### config.mk
export PLATFORM = sky130hd
export DESIGN_NAME = class_histogram
export DESIGN_NICKNAME = d
export VERILOG_FILES = /design/src/rtl/class_histogram.sv
export SDC_FILE = /design/constraint.sdc
export NUM_CORES = 1
export LEC_CHECK = 0
export BUFFER_PORTS_ARGS = -buffer_cell sky130_fd_sc_hd__buf_2
export CAP_MARGIN = 20
export CORE_ASPECT_RATIO = 1.75
export CORE_MARGIN = 2
export CORE_UTILIZATION = 55
export DETAILED_ROUTE_END_ITERATION = 10
export PLACE_DENSITY_LB_ADDON = 0.15
export SETUP_SLACK_MARGIN = 0.05
export SLEW_MARGIN = 5
export SYNTH_ARGS = -nofsm -noshare
export SYNTH_HDL_FRONTEND = slang
export SYNTH_SLANG_ARGS = --single-unit
### constraint.sdc
create_clock -name clk -period 13.4 [get_ports clk]
set_input_delay 2.68 -clock clk [delete_from_list [all_inputs] [get_ports clk]]
set_output_delay 2.68 -clock clk [all_outputs]
set_load 0.005 [all_outputs]
### src/rtl/class_histogram.sv
// class_histogram
//   Per-frame histogram of pixel classes coming out of an upstream max stage.
//   Each accepted pixel is classed as its winning channel index (0..2) or as
//   class 3 when its score is below the threshold captured at start of frame
//   (index 3 is also class 3). At end of frame the four counts, the sticky
//   saturation flag and the argmax of classes 0..2 are published with a
//   one-cycle out_valid pulse.
//
// Ports
//   clk        : clock, rising edge
//   rst        : synchronous active-high reset, overrides everything incl. ce
//   ce         : clock enable for state, counters, threshold and out_valid
//   in_valid   : pixel qualifier
//   sof / eof  : start / end of frame strobes (eof marks the last pixel)
//   value      : winning-channel score
//   index      : winning-channel index (0 red, 1 green, 2 blue)
//   threshold  : minimum score for a pixel to be classified
//   cnt0..cnt3 : reported per-class counts (cnt3 = rejected)
//   winner     : class 0..2 with most pixels, lowest index on ties, 3 if all zero
//   overflow   : a counter saturated during the reported frame
//   out_valid  : one-cycle pulse when the reported values update
//
// SatMax is the saturation ceiling of every accumulator. It defaults to the
// full 20-bit range; it exists so a smaller ceiling can be exercised quickly.
module class_histogram #(
   parameter logic [19:0] SatMax = 20'hFFFFF
) (
   input  logic        clk,
   input  logic        rst,
   input  logic        ce,
   input  logic        in_valid,
   input  logic        sof,
   input  logic        eof,
   input  logic [9:0]  value,
   input  logic [1:0]  index,
   input  logic [9:0]  threshold,
   output logic [19:0] cnt0,
   output logic [19:0] cnt1,
   output logic [19:0] cnt2,
   output logic [19:0] cnt3,
   output logic [1:0]  winner,
   output logic        overflow,
   output logic        out_valid
);

   typedef enum logic [1:0] {StIdle, StAccum, StReport} state_e;

   state_e      state;
   logic [19:0] acc [4];
   logic [19:0] acc_d [4];
   logic [9:0]  thr_frame;
   logic        frame_ovf;
   logic        ovf_d;
   logic        rpt_phase;
   logic [1:0]  win_stage;
   logic [1:0]  win_comb;

   logic        start;
   logic        accept;
   logic [9:0]  thr_eff;
   logic [1:0]  cls;

   // A sof in IDLE or ACCUM opens a fresh frame; its own pixel is classified
   // against the threshold being sampled in that same cycle.
   always_comb begin
      start   = sof && (state == StIdle || state == StAccum);
      accept  = in_valid && (state == StAccum || (state == StIdle && sof));
      thr_eff = start ? threshold : thr_frame;
      cls     = (value < thr_eff || index == 2'd3) ? 2'd3 : index;
   end

   // Next accumulator values: optional clear, then one saturating increment.
   always_comb begin
      for (int k = 0; k < 4; k++) begin
         acc_d[k] = start ? 20'd0 : acc[k];
      end
      ovf_d = start ? 1'b0 : frame_ovf;
      if (accept) begin
         if (acc_d[cls] >= SatMax) begin
            ovf_d = 1'b1;
         end else begin
            acc_d[cls] = acc_d[cls] + 20'd1;
         end
      end
   end

   // Argmax over classes 0..2; strict compare keeps the lowest index on ties
   // and leaves 3 when every count is zero.
   always_comb begin
      logic [19:0] best_cnt;
      best_cnt = 20'd0;
      win_comb = 2'd3;
      for (int k = 0; k < 3; k++) begin
         if (acc[k] > best_cnt) begin
            best_cnt = acc[k];
            win_comb = k[1:0];
         end
      end
   end

   // REPORT takes two enabled cycles: the first registers the argmax, the
   // second publishes everything, so out_valid rises two edges after eof.
   always_ff @(posedge clk) begin
      if (rst) begin
         state     <= StIdle;
         for (int k = 0; k < 4; k++) acc[k] <= 20'd0;
         thr_frame <= 10'd0;
         frame_ovf <= 1'b0;
         rpt_phase <= 1'b0;
         win_stage <= 2'd0;
         cnt0      <= 20'd0;
         cnt1      <= 20'd0;
         cnt2      <= 20'd0;
         cnt3      <= 20'd0;
         winner    <= 2'd0;
         overflow  <= 1'b0;
         out_valid <= 1'b0;
      end else begin
         out_valid <= 1'b0;
         if (ce) begin
            unique case (state)
               StIdle: begin
                  rpt_phase <= 1'b0;
                  if (sof) begin
                     for (int k = 0; k < 4; k++) acc[k] <= acc_d[k];
                     frame_ovf <= ovf_d;
                     thr_frame <= threshold;
                     state     <= eof ? StReport : StAccum;
                  end
               end
               StAccum: begin
                  for (int k = 0; k < 4; k++) acc[k] <= acc_d[k];
                  frame_ovf <= ovf_d;
                  rpt_phase <= 1'b0;
                  if (sof) begin
                     thr_frame <= threshold;
                  end else if (eof) begin
                     state <= StReport;
                  end
               end
               StReport: begin
                  if (!rpt_phase) begin
                     win_stage <= win_comb;
                     rpt_phase <= 1'b1;
                  end else begin
                     cnt0      <= acc[0];
                     cnt1      <= acc[1];
                     cnt2      <= acc[2];
                     cnt3      <= acc[3];
                     overflow  <= frame_ovf;
                     winner    <= win_stage;
                     out_valid <= 1'b1;
                     rpt_phase <= 1'b0;
                     state     <= StIdle;
                  end
               end
               default: state <= StIdle;
            endcase
         end
      end
   end

endmodule

==> After elaboration in Yosys (flattened, before gate mapping) <==
Memories as Yosys holds them, arrays and structs flattened.
Index checks and enable logic that the tools add are counted.
Widths: inputs -> output; s select.
{ "classes": {"order_cmp": 7, "n_reduce_logical": 18, "bitwise": 12, "muxes": 52, "n_addsub": 1, "eq_ne": 7} }
{ "ops": {"columns": ["operator", "n"], "rows": [
  ["$mux 20", 17],
  ["$mux 80", 2],
  ["$bwmux 80", 1],
  ["$bmux 20 s2", 1],
  ["$demux 20 s2", 1],
  ["$gt 20x20->1", 2],
  ["$add 20x1->20 const B", 1],
  ["$ge 20x20->1 const B", 1],
  ["$gt 20x1->1 const B", 1],
  ["$mux 2", 9],
  ["$mux 1", 17],
  ["$reduce_and 3->1", 4],
  ["$lt 10x10->1", 1],
  ["$mux 10", 1],
  ["$ne 2x2->1 const B", 4],
  ["$or 1x1->1", 8],
  ["$pmux 2 s3", 1],
  ["$reduce_and 5->1", 1],
  ["$eq 2x2->1 const B", 2],
  ["$logic_and 1x1->1", 4],
  ["$pmux 1 s2", 2],
  ["$reduce_bool 2->1", 2],
  ["$ge 3x3->1 const B", 1],
  ["$logic_or 1x1->1", 3],
  ["other kinds (8)", 10]
]} }
{ "totals": {"out_inout_bits": 84, "inputBits": 28, "word_cells": 110, "register_bits": 100, "ram_bits": 80, "memories": 1} }
{ "memory_table": {"columns": ["name", "depth", "word_bits", "rd", "rd_ports_with_merged_regs", "write_ports", "line", "text"], "rows": [
  ["acc", 4, 20, 4, 0, 4, "49", "logic [19:0] acc [4];"]
]} }

==> Longest topological paths before layout <==
{ "depth": {"ltp_word": 17, "depth_mapped": 23, "mapped_depth_nobuf": 22} }

==> Worst setup path before layout <==
No wires, ideal clock.
{ "synth_timing": {"kind": "input to register", "start": "in sof", "end": "mem acc[3][12] (data pin)", "path_stages": 18, "arrival_time_ns": 6.943, "path_slack_ns": 6.317, "path_buffers": 5, "required_ns": 13.260, "setup_ns": 0.140, "path_cell_list": "nor2b_4 -> clkbuf_1 -> clkbuf_1 -> buf_1 -> mux2i_1 -> ha_1 -> a41oi_1 -> o21ai_1 -> a21o_1 -> o21ai_2 -> buf_6 -> mux2i_1 -> nand4_2 -> nor3_4 -> a21oi_2 -> buf_2 -> mux2_1 -> nor2_1"} }
{ "synth_lines": {"columns": ["element", "line", "text"], "rows": [
  ["from (decl)", "32", "input logic sof,"],
  ["to (decl)", "49", null]
]} }

==> implementation parameters <==
Parameter                              Value

Status
  Run status ... finished, final reports clean

Floorplanning
  Die width ... 107 um
  Die height ... 185 um
  Starting density of the core ... 55.6%
  Number of placed I/O pins ... 112
  Die Outline Area ... 19800 sq um
  Core footprint ... 18400 sq um
  Row count ... 66

Power
  Maximum resistive drop on vdd ... 0.0000812 V
  Power density over cell area ... 121 nW/um^2
  Leak ... 4.44 nW
  Post-layout total power ... 1.38 mW

Layout
  Net count reported at finish ... 1317
  Share of layout cells above drive strength 1 ... 16.5%
  Count of antenna diodes in the layout ... 0
  Filler cell count in the final layout ... 1685
  Area growth from synthesis to layout ... 11.6%
  Post-route cell area ... 11400 sq um

Clocking
  CTS tree ... built
  Clock buffers created by TritonCTS ... 17
  Hold-fix buffers, CTS ... 0
  Number of gates given a new drive strength after cts ... 0
  Number of sinks on the clock net ... 180
  Later-pin clock latency in the skew report ... 450 ps
  Maximum root-to-sink buffer count ... 2
  Clock slew seen by the registers of the worst setup and hold paths ... 70 ps
  Library cell used as clock root buffer ... sky130_fd_sc_hd__clkbuf_16
  Post-CTS repair timing setup buffer count ... 0
  Number of H-tree levels ... 4

Global routing
  Global-route usage over all layers ... 30.9%
  Number of global-route vias before repair ... 8566
  Number of antenna violations at the first check in global routing ... 0
  Global route overflow ... 0
  Wire length of the first global-routing pass ... 46600 um
  Pin count of the biggest net entering global routing ... 85

Synthesis
  Ys Warns ... 0
  Share of flip-flops with an asynchronous set or reset ... 0%
  Post-synthesis sequential element count ... 180
  Top FF cell, synth ... sky130_fd_sc_hd__dfxtp_1
  Syn avg cell area ... 8.70 sq um
  Number of flops mapped to enable cells by yosys ... 80
  Post-synthesis sequential area ratio ... 43.0%
  Distinct cells, synth ... 77
  Mapped Area ... 10200 sq um
  Total nets after synthesis ... 1255
  Gate count of the mapped netlist ... 1177

STA
  Clock Skews ... 9.42 ps
  Rel. slew slack ... 34.3%
  Unrepaired setup endpoints after global routing ... false
  Hold Fails Final Rpt ... 0
  Setup TNS Final ... 0 ps
  Achievable clock frequency ... 0.132 GHz
  Final setup fails ... 0
  Smallest setup slack after layout ... 5830 ps
  Worst Max-Slew Pin Slew ... 981 ps
  Share of the cycle needed by the critical path after routing ... 56.5%
  Post-layout min period ... 7570 ps
  Max Slew Vio Count ... 0

Placed design
  Count of buffers from port buffering ... 111
  Setup slack at placement ... 5440 ps
  Routability congestion estimate ... 0.943
  Half-perimeter wire length after placement ... 21400 um
  Cell area after placement ... 10800 sq um

Route
  Total wirelength of the detailed-routed design ... 30100 um
  Total number of vias ... 9028
  DRC marker count from the first detailed-route iteration ... 851
  Count of nets left with antenna violations after detail routing ... 0
  Pre-Repair DR Iteration Count ... 7
  Average routed wire per standard cell ... 20.2 um
  Ratio of routed vias to standard cells ... 6.06
  DRC viols ... 0

Worst setup path
  Data required time at the worst endpoint ... 13570 ps
  Critical-path maximum fanout ... 30
  CP Data Arrival Time ... 7740 ps
  CP endpoint kind ... register
  Critical path launch point type ... input port
  Path type of the worst setup path ... in -> reg

Hold path
  HP Class ... reg -> reg

Job
  Max Cap Violations ... 0
## sequential cells by signal, summed over array words and instances, names as in the netlist, 10 cells and up
| signal | flops |
|---|---|
| thr_frame | 10 |
| cnt3 | 20 |
| cnt1 | 20 |
| cnt0 | 20 |
| cnt2 | 20 |
| acc | 80 |
## power by group
part	leakage [nW]	internal, mW	switching, mW	total [mW]
clock network	0.286	0.279	0.217	0.496
registers	1.66	0.599	0.0370	0.636
logic	2.50	0.0919	0.160	0.252
## metal layers
layer / global-route usage (%) / part of all wire, % / routed length [um]
met1: 37.1 / 39 / 11700
met2: 52.2 / 51 / 15200
met3: 4.56 / 5.2 / 1560
met4: 17.9 / 5.2 / 1570
met5: 0 / 0 / 0
## layout by cell type (no fill, tap or decap), types with 4 or more instances in the layout
cell | synthesis | final
sky130_fd_sc_hd__edfxtp_1 | 80 | 80
sky130_fd_sc_hd__xor2_1 | 6 | 6
sky130_fd_sc_hd__mux2_1 | 6 | 6
sky130_fd_sc_hd__or3_1 | 7 | 6
sky130_fd_sc_hd__nand3_1 | 43 | 43
sky130_fd_sc_hd__a21oi_1 | 134 | 134
sky130_fd_sc_hd__inv_1 | 35 | 35
sky130_fd_sc_hd__nor2b_1 | 5 | 5
sky130_fd_sc_hd__mux2_2 | 15 | 15
sky130_fd_sc_hd__a21o_1 | 18 | 18
sky130_fd_sc_hd__o21ai_0 | 43 | 43
sky130_fd_sc_hd__buf_4 | 1 | 9
sky130_fd_sc_hd__o211ai_1 | 7 | 7
sky130_fd_sc_hd__mux2i_1 | 43 | 43
sky130_fd_sc_hd__a221oi_2 | 4 | 4
sky130_fd_sc_hd__mux2_4 | 9 | 9
sky130_fd_sc_hd__nor4_1 | 7 | 7
sky130_fd_sc_hd__or2_2 | 5 | 5
sky130_fd_sc_hd__a22oi_1 | 5 | 5
sky130_fd_sc_hd__nand2b_1 | 17 | 17
sky130_fd_sc_hd__nand2_1 | 273 | 271
sky130_fd_sc_hd__o22ai_1 | 19 | 19
sky130_fd_sc_hd__nand3b_1 | 5 | 5
sky130_fd_sc_hd__buf_2 | 9 | 110
sky130_fd_sc_hd__nor2_1 | 66 | 65
sky130_fd_sc_hd__a31o_2 | 4 | 4
sky130_fd_sc_hd__xnor2_1 | 10 | 10
sky130_fd_sc_hd__ha_1 | 50 | 50
sky130_fd_sc_hd__nand4_1 | 19 | 19
sky130_fd_sc_hd__clkinv_2 | 0 | 4
sky130_fd_sc_hd__dfxtp_1 | 100 | 100
sky130_fd_sc_hd__clkbuf_16 | 0 | 20
## kinds of logic after synthesis
group | Yosys count | synth area share (%)
AND/OR/NAND/NOR | 467 | 20.2
buffers and inverters | 112 | 4.56
XOR/XNOR | 16 | 1.37
AO/OA/AOI/OAI | 278 | 16.8
flip-flops | 180 | 43.0
adder cells (fa/ha/maj) | 50 | 6.11
multiplexers | 74 | 7.97
## cell usage after synthesis, types with 35 or more instances
cell | n | area, sq um
sky130_fd_sc_hd__inv_1 | 35 | 131
sky130_fd_sc_hd__clkbuf_1 | 57 | 214
sky130_fd_sc_hd__ha_1 | 50 | 626
sky130_fd_sc_hd__edfxtp_1 | 80 | 2400
sky130_fd_sc_hd__mux2i_1 | 43 | 430
sky130_fd_sc_hd__dfxtp_1 | 100 | 2000
sky130_fd_sc_hd__a21oi_1 | 134 | 671
sky130_fd_sc_hd__nor2_1 | 66 | 248
sky130_fd_sc_hd__o21ai_0 | 43 | 215
sky130_fd_sc_hd__nand3_1 | 43 | 215
sky130_fd_sc_hd__nand2_1 | 273 | 1020
## metrics by stage
stage / util, % / instances / hold WS, ps
floorplan: - / 1177 / 432
global placement: 58.8 / 1457 / 439
detailed placement: 58.8 / 1457 / 444
CTS: 62.0 / 1489 / 453
global route: 62.1 / 1490 / 464
finish: 62.1 / 1490 / 449
## worst paths after layout
check | from | to | slack [ps] | cells past startpoint
setup / recovery | sof | acc[1][0] | 5830 | 15
hold / removal | cnt1[15] | cnt1[15] | 450 | 2
setup reg to reg | state[1] | acc[1][0] | 7850 | 14
hold reg to reg | cnt1[15] | cnt1[15] | 450 | 2
## cell type report
| cell class | count | area, sq um | share of cell area, % |
|---|---|---|---|
| multi-input combinational | 885 | 5380 | 47.1 |
| clock inverter | 7 | 40.0 | 0.350 |
| sequential | 180 | 4400 | 38.5 |
| timing repair buffer | 120 | 633 | 5.54 |
| tap | 238 | 298 | 2.61 |
| clock buffer | 25 | 539 | 4.72 |
| inverter | 35 | 131 | 1.15 |
## worst max-delay path, stage by stage
cell	delay (ps)
sky130_fd_sc_hd__buf_2	150
sky130_fd_sc_hd__nor2b_4	150
sky130_fd_sc_hd__buf_4	390
sky130_fd_sc_hd__mux2i_1	140
sky130_fd_sc_hd__ha_1	340
sky130_fd_sc_hd__nand4_1	160
sky130_fd_sc_hd__nor3_2	330
sky130_fd_sc_hd__o21a_1	430
sky130_fd_sc_hd__o21ai_2	290
sky130_fd_sc_hd__a222oi_1	530
sky130_fd_sc_hd__nand3_1	250
sky130_fd_sc_hd__nor3b_2	840
sky130_fd_sc_hd__a21o_1	740
sky130_fd_sc_hd__o21bai_1	220
sky130_fd_sc_hd__a21oi_1	80
Power figures use the tool's default switching activity.
